File: src/rtl/ifu_pc_fetch.sv
// Instruction-fetch stage: PC register, imem address and the IF/ID register, with one-shot jump redirect.
// Optional performance counters are enabled by defining IFU_PERF_CNT_EN.
`ifndef IFU_DATAWIDTH
`define IFU_DATAWIDTH 32
`endif

module ifu_pc_fetch #(
    parameter int unsigned            DATAWIDTH = `IFU_DATAWIDTH,
    parameter logic [DATAWIDTH-1:0]   RESET_PC  = '0,
    parameter logic [DATAWIDTH-1:0]   NOP_INSTR = DATAWIDTH'(32'h0000_0013)
) (
    input  logic                 clk,
    input  logic                 rst_n,
    input  logic                 pipe_valid,
    input  logic                 IDU_JAL_instr,
    input  logic                 IDU_JALR_instr,
    input  logic [DATAWIDTH-1:0] IDU_PC_add_imme,
    input  logic [DATAWIDTH-1:0] IDU_JALR_target,
    output logic [DATAWIDTH-1:0] imem_addr,
    input  logic [DATAWIDTH-1:0] imem_rdata,
    output logic [DATAWIDTH-1:0] IFU_PC,
    output logic [DATAWIDTH-1:0] IFU_instr,
    output logic                 IFU_valid
`ifdef IFU_PERF_CNT_EN
    ,
    output logic [31:0]          IFU_stall_cnt,
    output logic [31:0]          IFU_redirect_cnt
`endif
);

    typedef enum logic {ST_RUN, ST_WAIT} state_t;

    state_t                 r_state;
    logic [DATAWIDTH-1:0]   r_pc;
    logic [DATAWIDTH-1:0]   r_ifid_pc;
    logic [DATAWIDTH-1:0]   r_ifid_instr;
    logic                   r_ifid_valid;

    logic                   w_jump_req;
    logic [DATAWIDTH-1:0]   w_target;
    logic [DATAWIDTH-1:0]   w_pc_inc;

    // JAL wins over JALR; JALR target has bit 0 forced low
    assign w_jump_req = IDU_JAL_instr | IDU_JALR_instr;
    assign w_target   = IDU_JAL_instr ? IDU_PC_add_imme
                                      : (IDU_JALR_target & ~DATAWIDTH'(1));
    assign w_pc_inc   = r_pc + DATAWIDTH'(4);

    // WAIT marks a redirect already taken while decode still holds the jump
    always_ff @(posedge clk) begin
        if (!rst_n) begin
            r_state      <= ST_RUN;
            r_pc         <= RESET_PC;
            r_ifid_pc    <= '0;
            r_ifid_instr <= NOP_INSTR;
            r_ifid_valid <= 1'b0;
        end else begin
            case (r_state)
                ST_RUN: begin
                    if (w_jump_req) begin
                        r_pc <= w_target;
                        if (pipe_valid) begin
                            r_ifid_pc    <= r_pc;
                            r_ifid_instr <= NOP_INSTR;
                            r_ifid_valid <= 1'b0;
                        end else begin
                            r_state <= ST_WAIT;
                        end
                    end else if (pipe_valid) begin
                        r_pc         <= w_pc_inc;
                        r_ifid_pc    <= r_pc;
                        r_ifid_instr <= imem_rdata;
                        r_ifid_valid <= 1'b1;
                    end
                end
                ST_WAIT: begin
                    if (pipe_valid) begin
                        r_pc         <= w_pc_inc;
                        r_ifid_pc    <= r_pc;
                        r_ifid_instr <= imem_rdata;
                        r_ifid_valid <= 1'b1;
                        r_state      <= ST_RUN;
                    end
                end
                default: r_state <= ST_RUN;
            endcase
        end
    end

    assign imem_addr = r_pc;
    assign IFU_PC    = r_ifid_pc;
    assign IFU_instr = r_ifid_instr;
    assign IFU_valid = r_ifid_valid;

`ifdef IFU_PERF_CNT_EN
    logic        w_redirect;
    logic [31:0] r_stall_cnt;
    logic [31:0] r_redirect_cnt;

    assign w_redirect = (r_state == ST_RUN) && w_jump_req;

    always_ff @(posedge clk) begin
        if (!rst_n) begin
            r_stall_cnt    <= '0;
            r_redirect_cnt <= '0;
        end else begin
            if (!pipe_valid) r_stall_cnt    <= r_stall_cnt + 32'd1;
            if (w_redirect)  r_redirect_cnt <= r_redirect_cnt + 32'd1;
        end
    end

    assign IFU_stall_cnt    = r_stall_cnt;
    assign IFU_redirect_cnt = r_redirect_cnt;
`endif

endmodule

File: config.mk
export PLATFORM = sky130hd
export DESIGN_NAME = ifu_pc_fetch
export DESIGN_NICKNAME = d
export VERILOG_FILES = /design/src/rtl/ifu_pc_fetch.sv
export SDC_FILE = /design/constraint.sdc
export NUM_CORES = 1
export LEC_CHECK = 0
export BUFFER_PORTS_ARGS = -buffer_cell sky130_fd_sc_hd__buf_2
export CAP_MARGIN = 25
export CORE_UTILIZATION = 47
export DETAILED_ROUTE_END_ITERATION = 12
export HOLD_SLACK_MARGIN = 0.05
export PLACE_DENSITY = 0.91
export SYNTH_ARGS = -nofsm -noshare
export SYNTH_HDL_FRONTEND = slang
export SYNTH_SLANG_ARGS = --single-unit
File: constraint.sdc
create_clock -name clk -period 2.7 [get_ports clk]
set_clock_uncertainty 0.05 [all_clocks]
set_input_delay 0 -clock clk [delete_from_list [all_inputs] [get_ports clk]]
set_output_delay 0 -clock clk [all_outputs]
set_load 0.05 [all_outputs]
==> results <==
- The flow ran to the end, and the final reports show no timing, DRC or antenna violations.
- STA classifies the critical path startpoint as a primary input.
- The number of enable flip-flop cells after synthesis is 0.
- For this run, the detailed router's first-pass iteration total came to 5.
- The slowest stage cell on the critical path is sky130_fd_sc_hd__and3_1.
- Compared with the post-synthesis result, the final layout area differs by 46.4%.
- The smallest clock period supported by the final layout is computed as around 2.5 ns.
- The number of fill cells in the layout is approximately 600.
- The I/O pin count is 198.
- The global-route wire length before repair is about 22000 um.
- The depth of the critical timing path with buffers and inverters included is 5.
- The total overflow reported by the global router is 0.
- The path category of the worst min-delay check is in2reg.
- The count of buffers added by post-CTS timing repair for setup is 0.
- The detail route stage leaves a number of antenna-violating nets equal to 0.
- The clock passes through at most 2 buffers.
- The signal on the critical path passes through dlygate4sd3_1 > buf_2 > o21bai_4 > and3_1 > a22o_1.
- The number of cells on the worst reg-to-reg path is 5.
- The library cells used most frequently in the layout, excluding fill and tap cells, are sky130_fd_sc_hd__buf_2, sky130_fd_sc_hd__dfxtp_1, sky130_fd_sc_hd__dlygate4sd3_1.
- Before CTS, the worst setup slack after placement is 0.399 ns.
- The area enclosed by the die boundary is 9760 um2.
- The final critical-path share of the clock period is 91.4%.
- The total track usage is 29.0%.
- The total routed wirelength is 14600 um.
- The max-cap check violation count is 0.
- The cell sitting at the root of the clock tree is a sky130_fd_sc_hd__clkbuf_8.
- The end point of the critical path is IFU_instr[31].
- The sum of negative setup slack is 0 ns.
- The height of the chip is around 100 um.
- The clock input transition at the sequential cells of the worst setup and hold paths is about 0.1 ns.
- The starting DRC count in detailed routing is 221.
- After legalization and detailed placement, the total HPWL measured 8810 um.
- Detailed routing inserted a total of 4615 vias.
- The register-to-register setup slack is 0.36 ns.
- In this run the worst setup path begins at IDU_JALR_instr.
- At the worst endpoint, the arrival time is 2.71 ns.
- The routed wirelength normalized by instance count is 17.9 um.
- After detailed routing, the number of remaining DRC violations is 0.
- The number of rows created at floorplan is 34.
- The endpoint of the lowest-slack register-to-register path is imem_addr[18].
- The most instantiated flip-flop cell in the synthesis netlist is sky130_fd_sc_hd__dfxtp_1.
- Cells with a size suffix above 1 make up 34.8% of the layout.
- In this run the tool buffered the top-level ports with 196 buffer cells.
- The core area is around 8900 um2.
- The floorplan step set the die width to roughly 100 um.
- At the end of the flow, the number of nets in the layout was 803.
- The clock latency reported for the late side of the worst-skew pair is 0.35 ns.
- Counting the buffers created by CTS gives 9.
- In the post-route analysis, the smallest setup slack over all paths is 0.232 ns.
- The count of pins over their slew limit was 0.
- The startpoint-to-endpoint class of the critical path is in2reg.
- After clock tree synthesis, the repair step resized 0 gates.
- Grouping stages by cell kind, the critical path spends the most delay in compound AO/OA/AOI/OAI gates.
- The number of antenna violations at the first check in global routing is 0.
- The required time of the critical path is 2.94 ns.
- The initial cell density of the core is 49.5%.
- For this design the ratio of total power to cell area is between 500 and 600 nW/um2.
- Based on the critical path, the design can be clocked at up to between 0.4 and 0.5 GHz.
- The flip-flop and latch count after synthesis is 98.
- The number of nets in the synthesized netlist is 538.
- The worst vdd rail ir drop is 342 uV.
- Once layout is done, the placed cells without fillers occupy roughly 6400 um2.
- The worst hold path was traced through 4 stages.
- The kind of capture point of the worst setup path is a flip-flop.
- The maximum level of the CTS H-tree is 3.
- The largest single stage delay on the critical path is ~0.97 ns.
- The count of different cell masters after synthesis is 49.
- The analysis attributes to cell leakage a power of 2.96 nW.
- The number of global-route vias before repair came to 4674.
- The actual transition at the worst max-transition pin is ~1.0 ns.
- The mean area per synthesized cell is 10.1 um2.
- For this design, the sink count on the clock tree is between 90 and 100.
- Setup repair after global routing left no endpoint under its margin.
- The pin count of the biggest net entering global routing is 47.
- The fraction of registers with async set or reset after synthesis is 0%.
- Headroom to the max-slew limit came out at 31.2%.
- The total number of yosys warnings is 0.
- In this run the cell area of the synthesized design comes to ~4400 um2.
- The placer's final routability congestion estimate is 0.857.
- Setup violations remaining at the end of the flow were counted as 0.
- Leaving out fill and tap cells, the most frequent cell in the layout is sky130_fd_sc_hd__buf_2.
- Once placement finished, the instance area stood at 5430 um2.
- The worst register-to-register path begins at imem_addr[2].
- The register area share after synthesis is 44.5%.
- The via density per instance is approximately 5.7.
- The hold violation count in the final report is 0.
- The maximum fanout along the worst path is 46.
- The total buffers and inverters traversed by the critical path is 2.
- TritonCTS built the clock tree.
- The cell count after synthesis came out at 436.
[stage by stage]
stage	cells	power [W]	hold slack, ns	util [%]
after floorplan	436	0.00221	0.0691	-
after global placement	714	0.00241	0.156	61.1
after detailed placement	714	0.00243	0.158	61.1
after CTS	814	0.00340	0.0533	72.5
after global routing	814	0.00354	0.0645	72.5
final	815	0.00342	0.0778	72.5
[area by class of cell]
cell class              instances  area [um2]  share of cell area [%]
clock buffers                  10         128                    1.98
repair buffers                288        1880                    29.2
diodes                          1        2.50                  0.0388
well taps                     108         135                    2.10
clock inverters                 6        50.0                   0.776
flip-flops and latches         98        1960                    30.4
inverters                       3        11.3                   0.175
multi-input cells             301        2280                    35.3
[per-layer routing]
metal	GRT usage, %	routed length (um)
met5	0	0
met4	16.3	540
met3	6.45	848
met2	51.3	7580
met1	32.1	5640
[logic make-up after synthesis]
kind of cell | Yosys count | synth area share, %
AO/OA/AOI/OAI | 95 | 16.3
XOR/XNOR | 12 | 2.39
flip-flops | 98 | 44.5
buffers and inverters | 37 | 3.92
AND/OR/NAND/NOR | 129 | 17.5
adder cells (fa/ha/maj) | 1 | 0.284
multiplexers | 64 | 15.1
[state kept, by name, indices dropped and copies added (netlist names)]
signal and count:
IFU_instr 32, IFU_valid 1, imem_addr 32, r_state 1
IFU_PC 32
[where the power goes]
part / switching, W / internal [W]
Sequential: 0.000105 / 0.00153
Combinational: 0.000553 / 0.000339
Clock: 0.000547 / 0.000346
Total: 0.00120 / 0.00222
[cells in the mapped netlist (all sizes together), types with 2 or more instances]
| cell | instances | area (um2) |
|---|---|---|
| nor2b | 34 | 213 |
| mux2 | 20 | 225 |
| buf | 8 | 36.3 |
| nand4 | 9 | 71.3 |
| xnor2 | 10 | 87.6 |
| mux2i | 44 | 440 |
| a31oi | 8 | 50.1 |
| and4 | 9 | 80.1 |
| and3 | 5 | 31.3 |
| a22o | 29 | 254 |
| nor3 | 12 | 60.1 |
| xor2 | 2 | 17.5 |
| a311o | 3 | 30.0 |
| nand3 | 14 | 75.1 |
| o311a | 2 | 20.0 |
| nor4 | 7 | 43.8 |
| o21ai | 19 | 95.1 |
| inv | 3 | 11.3 |
| nand2 | 25 | 93.8 |
| o2111a | 2 | 22.5 |
| a21oi | 8 | 40.0 |
| o31ai | 6 | 45.0 |
| nor2 | 2 | 7.51 |
| dfxtp | 98 | 1960 |
| o22a | 3 | 26.3 |
| or4 | 8 | 63.8 |
| a211oi | 5 | 37.5 |
| o211a | 5 | 50.1 |
| clkbuf | 24 | 104 |
[tightest hold or removal path, cell delays in order]
cell	delay (ns)
sky130_fd_sc_hd__buf_2	0.07
sky130_fd_sc_hd__mux2_2	0.15
sky130_fd_sc_hd__o21ai_0	0.08
sky130_fd_sc_hd__nor3_1	0.13
[worst min path at each step]
stage / from / end / slack (ns)
global route: IDU_PC_add_imme[15] / imem_addr[15] / 0.06
global placement: imem_rdata[4] / IFU_instr[4] / 0.16
CTS: IDU_JALR_target[27] / imem_addr[27] / 0.05
detailed placement: imem_rdata[4] / IFU_instr[4] / 0.16
floorplan: imem_rdata[0] / IFU_instr[0] / 0.07
finish: IDU_JALR_target[15] / imem_addr[15] / 0.08
[what timing repair did]
| item | in CTS | in global routing |
|---|---|---|
| hold endpoints to repair | 59 | 0 |
| setup endpoints to repair | 0 | 0 |
| hold buffers | 84 | 0 |
No activity file was read; power rests on OpenSTA's default activity.
